`config.mk`:
```
export PLATFORM = sky130hd
export DESIGN_NAME = fetch_stage
export DESIGN_NICKNAME = d
export VERILOG_FILES = /design/src/rtl/fetch_pkg.sv /design/src/rtl/fetch_pc_reg.sv /design/src/rtl/fetch_stage.sv
export SDC_FILE = /design/constraint.sdc
export NUM_CORES = 1
export LEC_CHECK = 0
export CORE_UTILIZATION = 46
export CTS_BUF_LIST = sky130_fd_sc_hd__clkbuf_8
export DETAILED_ROUTE_END_ITERATION = 8
export GPL_TIMING_DRIVEN = 0
export PLACE_DENSITY = 0.87
export SLEW_MARGIN = 5
export SYNTH_ARGS = -nofsm -noshare
export SYNTH_HDL_FRONTEND = slang
export SYNTH_SLANG_ARGS = --single-unit
```
`constraint.sdc`:
```
create_clock -name clk -period 3.1 [get_ports clk]
set_input_delay 0.62 -clock clk [delete_from_list [all_inputs] [get_ports clk]]
set_output_delay 0.62 -clock clk [all_outputs]
set_load 0.01 [all_outputs]
```
`src/rtl/fetch_pkg.sv`:
```
// Shared widths, constants and FSM encoding for the instruction fetch stage.
package fetch_pkg;
  localparam int XLEN = 64;
  localparam int ILEN = 32;
  localparam logic [ILEN-1:0] NOP_INSTR = 32'h0000_0013;
  localparam logic [XLEN-1:0] PC_STEP = 64'd4;
  localparam logic [XLEN-1:0] PC_ALIGN_MASK = ~64'h3;

  typedef enum logic {
    FETCH = 1'b0,
    FAULT = 1'b1
  } fetch_state_e;
endpackage

```
`src/rtl/fetch_pc_reg.sv`:
```
// Program counter register: redirect load (word-aligned), sequential increment, or hold.
module fetch_pc_reg
  import fetch_pkg::*;
#(
  parameter logic [XLEN-1:0] RESET_PC = '0
) (
  input  logic            clk,
  input  logic            rst_n,
  input  logic            inc,
  input  logic            load,
  input  logic [XLEN-1:0] target,
  output logic [XLEN-1:0] pc
);

  always_ff @(posedge clk) begin
    if (!rst_n) begin
      pc <= RESET_PC;
    end else if (load) begin
      pc <= target & PC_ALIGN_MASK;
    end else if (inc) begin
      pc <= pc + PC_STEP;
    end
  end

endmodule

```
`src/rtl/fetch_stage.sv`:
```
// Instruction fetch stage: PC sequencing, IF/ID pipeline register and fault FSM.
// Define FETCH_ALIGN_CHK_EN to trap misaligned redirect targets into the sticky FAULT state.
//
//   state | meaning
//   FETCH | normal fetch; fires when decode can take a new instruction
//   FAULT | misaligned redirect seen; PC frozen, IF/ID empty until reset
module fetch_stage
  import fetch_pkg::*;
#(
  parameter logic [63:0] RESET_PC = 64'h0
) (
  input  logic            clk,
  input  logic            rst_n,
  output logic [XLEN-1:0] imem_addr,
  input  logic [ILEN-1:0] imem_instr,
  input  logic            stall,
  input  logic            redirect_valid,
  input  logic [XLEN-1:0] redirect_pc,
  output logic            id_valid,
  input  logic            id_ready,
  output logic [XLEN-1:0] id_pc,
  output logic [ILEN-1:0] id_instr,
  output logic            fault
);

  fetch_state_e    state_q, state_d;
  logic            fire;
  logic            take_redirect;
  logic            misaligned;
  logic [XLEN-1:0] pc;

`ifdef FETCH_ALIGN_CHK_EN
  assign misaligned = |redirect_pc[1:0];
  assign fault      = (state_q == FAULT);
`else
  assign misaligned = 1'b0;
  assign fault      = 1'b0;
`endif

  fetch_pc_reg #(
    .RESET_PC(RESET_PC)
  ) u_pc_reg (
    .clk   (clk),
    .rst_n (rst_n),
    .inc   (fire),
    .load  (take_redirect),
    .target(redirect_pc),
    .pc    (pc)
  );

  assign imem_addr = pc;

  always_ff @(posedge clk) begin
    if (!rst_n) begin
      state_q <= FETCH;
    end else begin
      state_q <= state_d;
    end
  end

  always_comb begin
    state_d       = state_q;
    fire          = 1'b0;
    take_redirect = 1'b0;
    case (state_q)
      FETCH: begin
        if (redirect_valid) begin
          if (misaligned) begin
            state_d = FAULT;
          end else begin
            take_redirect = 1'b1;
          end
        end else if (!stall && (!id_valid || id_ready)) begin
          fire = 1'b1;
        end
      end
      FAULT: begin
        state_d = FAULT;
      end
      default: begin
        state_d = FETCH;
      end
    endcase
  end

  // A redirect flushes IF/ID whether or not decode takes the old contents.
  always_ff @(posedge clk) begin
    if (!rst_n) begin
      id_valid <= 1'b0;
      id_pc    <= '0;
      id_instr <= NOP_INSTR;
    end else if (state_q == FAULT || redirect_valid) begin
      id_valid <= 1'b0;
    end else if (fire) begin
      id_valid <= 1'b1;
      id_pc    <= pc;
      id_instr <= imem_instr;
    end else if (id_ready) begin
      id_valid <= 1'b0;
    end
  end

endmodule

```
==> results.yml <==
outcome:
  outcome: "completed"
final_layout:
  syn_to_final_growth_pct: 45.14
  finish.net_count: 1314
  antennaDiodeCount: 0
  post_layout_nonfiller_instances: 1412
  final_layout_size_suffix_gt1_share_pct: 3.922
timing:
  max_slew.worst_pin.slew_ns: 1.088
  rsz0062_at_grt: "no"
  timing.slew.headroom_pct: 26.81
  report.final.setup_viol: 0
  finalCriticalPeriod_ns: 2.983
  fin_skew_ns: 0.01013
  fin_hold_ws_ns: 0.4543
  max_clock_freq_ghz: 0.3352
  timing_max_transition_violations_final: 0
  post-route-period-util_pct: 96.23
  hold_viol: 0
hold_path:
  tightest_hold_check_type: "reg -> reg"
  worst_hold_startpoint: "id_instr[12]$_SDFFE_PN0P_"
  timing.hold.worst_path_depth: 2
  min_to: "id_instr[12]$_SDFFE_PN0P_"
routing:
  detail_route.iter0.violations: 824
  detail_route.wirelength_um: 26300
  count_of_tritonroute_iterations_in_the_first_routing_pass: 5
  dr_total_vias: 8254
  vias_per_cell: 5.846
  routed_wire_length_per_instance_um: 18.62
  drtAntennaViolNets: 0
  drcViolationCount: 0
yosys:
  yosys_most_used_dff: "dfxtp_1"
  yosys_warnings: 0
  yosysSeqAreaShare_pct: 43.86
  most_frequent_cells_after_synthesis: "nand2_1 (238), dfxtp_1 (157), a21oi_1 (107)"
  synth_seq_cells: 157
  synth-edff-count: 0
  yosys.area.top_type_share_pct: 43.86
  synth_cells: 935
  synth_cell_type_count: 53
  post_synth_main_area_contributors: "dfxtp_1 (44%), nand2_1 (12%), a21oi_1 (7.5%)"
  synth_largest_area_cell: "dfxtp_1"
  synth_async_sr_flop_share_pct: 0
  syn_area_per_cell_sq_um: 7.664
  synthMostInstantiatedCell: "nand2_1"
  synthesis.area_sq_mm: 0.007166
clock_network:
  clock_tree.htree_level_count: 4
  tritoncts_num_sinks: 157
  cts_tree: "yes"
  ctsRootBufferMaster: "clkbuf_8"
  cts_made_buffers: 17
  clkTransAtPathRegs_ns: 0.09
  cts_buffer_depth: 2
  cts_hold_buf: 0
  clk_latency_ns: 0.47
critical_path:
  worst-path-max-fanout: 6
  critical-path-slowest-cell: "nor4_1"
  cp_data_arrival_time_ns: 3.37
  criticalPathCategory: "in -> reg"
  crit_chain: "clkdlybuf4s50_1 -> nor2b_1 -> nor4_1 -> nand2_1 -> or4_1 -> a311oi_1"
  crit_path_start_kind: "input port"
  data_required_critical_path_ns: 3.49
  reg2reg_from: "u_pc_reg.pc[17]$_SDFFE_PN0P_"
  r2r-end: "u_pc_reg.pc[55]$_SDFFE_PN0P_"
  crit_path_buf_inv_count: 1
  critical_path.endpoint_type: "register"
  critical-path-max-stage-delay_ns: 0.93
  r2r_setup_slack_ns: 0.17
  timing.critical_path.max_delay_family: "simple AND/OR/NAND/NOR gates"
  rr_worst_depth: 5
global_route:
  antenna_found_initial: 0
  pin_count_of_the_biggest_net_entering_global_routing: 17
  grt_first_pass_wirelength_um: 40000
  grtUsageTotal_pct: 32.18
  via_count_of_the_first_global_routing_pass: 7518
  globalRoute.totalOverflow: 0
place:
  routability_driven_placement_congestion_ratio: 0.9858
  placed_cells: 1381
  place.port_buffers: 254
  final_hpwl_dp_um: 19400
floorplan:
  dieHeight_um: 126.8
  dieWidth_um: 126.8
  core.rowCount: 45
  start_util_pct: 47.14
  num_io_pins: 263
  area_of_the_die_sq_mm: 0.01608
  core_sq_mm: 0.01520
power:
  share_seq_of_total_power_pct: 48.4
  static-leakage-power_nw: 3.461
  power.share.clock_pct: 35.9
  power.density_mw_per_mm2: 444.4
  worst_ir_drop_on_vdd_mv: 0.3608
  power.share.switching_pct: 27.02
  p_comb_share_pct: 15.7
  cell_internal_power_mw: 3.373
  p_sw_mw: 1.249
flow_run:
  timing.max_cap.violations: 0
==> metal layers <==
metal / part of all wire, % / track usage [%]
met3: 11 / 7.971
met5: 0 / 0
met2: 46 / 50.55
met1: 40 / 41.50
met4: 3.5 / 15.20
==> metrics by stage <==
step | setup TNS (ns) | utilization (%) | cell area (sq um) | power, mW | worst slack (ns)
2_1_floorplan | 0 | - | 7181 | 2.551 | 0.7048
3_3_place_gp | -34.31 | 65.51 | 9958 | 2.980 | -0.6431
3_5_place_dp | -36.33 | 65.51 | 9958 | 2.992 | -0.6719
4_1_cts | 0 | 68.31 | 10390 | 4.620 | 0.1113
5_1_grt | 0 | 68.41 | 10400 | 4.796 | 0.03821
6_report | 0 | 68.41 | 10400 | 4.621 | 0.1170
==> worst max path at each step <==
stage	cells after the start	from	slack [ns]	endpoint
floorplan	5	u_pc_reg.pc[28]$_SDFFE_PN0P_	0.70	u_pc_reg.pc[61]$_SDFFE_PN0P_
global placement	8	id_ready	-0.64	id_instr[9]$_SDFFE_PN0P_
detailed placement	8	id_ready	-0.67	id_instr[11]$_SDFFE_PN0P_
CTS	5	u_pc_reg.pc[4]$_SDFFE_PN0P_	0.11	u_pc_reg.pc[42]$_SDFFE_PN0P_
global route	6	u_pc_reg.pc[4]$_SDFFE_PN0P_	0.04	u_pc_reg.pc[61]$_SDFFE_PN0P_
finish	6	id_ready	0.12	u_pc_reg.pc[55]$_SDFFE_PN0P_
==> cells by family after synthesis <==
group	synth area share (%)
compound gates	17.08
xor+xnor	2.933
fa+ha+maj	0.1746
buf+inv	4.260
flops	43.86
mux	0.9779
other cells	0.05233
simple gates	30.66
==> power groups by stage <==
| stage | combinational [mW] | clock, mW | sequential (mW) |
|---|---|---|---|
| after floorplan | 0.259 | 0 | 2.29 |
| after global placement | 0.706 | 0 | 2.27 |
| after detailed placement | 0.714 | 0 | 2.28 |
| after CTS | 0.717 | 1.67 | 2.23 |
| after global routing | 0.776 | 1.77 | 2.25 |
| final | 0.726 | 1.66 | 2.24 |
==> flip-flops by register name, summed over array words and instances (netlist names) <==
| name | cells |
|---|---|
| u_pc_reg.pc | 62 |
| id_pc | 62 |
| id_valid | 1 |
| id_instr | 32 |
==> layout make-up <==
cell class / count / area [sq um]
clock inverters: 13 / 173.9
clock buffers: 18 / 247.7
repair buffers: 254 / 2542
fillers: 1298 / 4802
flip-flops and latches: 157 / 3143
inverters: 5 / 18.77
well taps: 188 / 235.2
plain buffers: 71 / 287.8
multi-input cells: 706 / 3751
==> worst reg2reg max path, stage by stage (launching register included) <==
cell and delay, ns:
dfxtp_1 0.50, nand2_1 0.18, nor4_1 0.91, nand2_1 0.42, or4_1 0.59, a311oi_1 0.25
==> cells in the final DEF, fill, tap and decap left out, drive strengths merged, types with 7 or more instances in the layout <==
cell,count
a211oi,12
a21oi,107
a31oi,15
buf,13
clkbuf,76
clkdlybuf4s50,254
dfxtp,157
mux2i,7
nand2,238
nand3,32
nand4,40
nor2,45
nor3,21
nor3b,8
nor4,17
nor4b,9
o21a,8
o21ai,44
or3,9
or4,11
xor2,18
==> what timing repair did <==
action | 4_1_cts | 5_1_grt
gates resized for setup | 1 | 4
endpoints found under the setup margin | 50 | 5
buffers inserted | 0 | 0
hold endpoints to repair | 0 | 0
(Power assumes the default switching activity.)
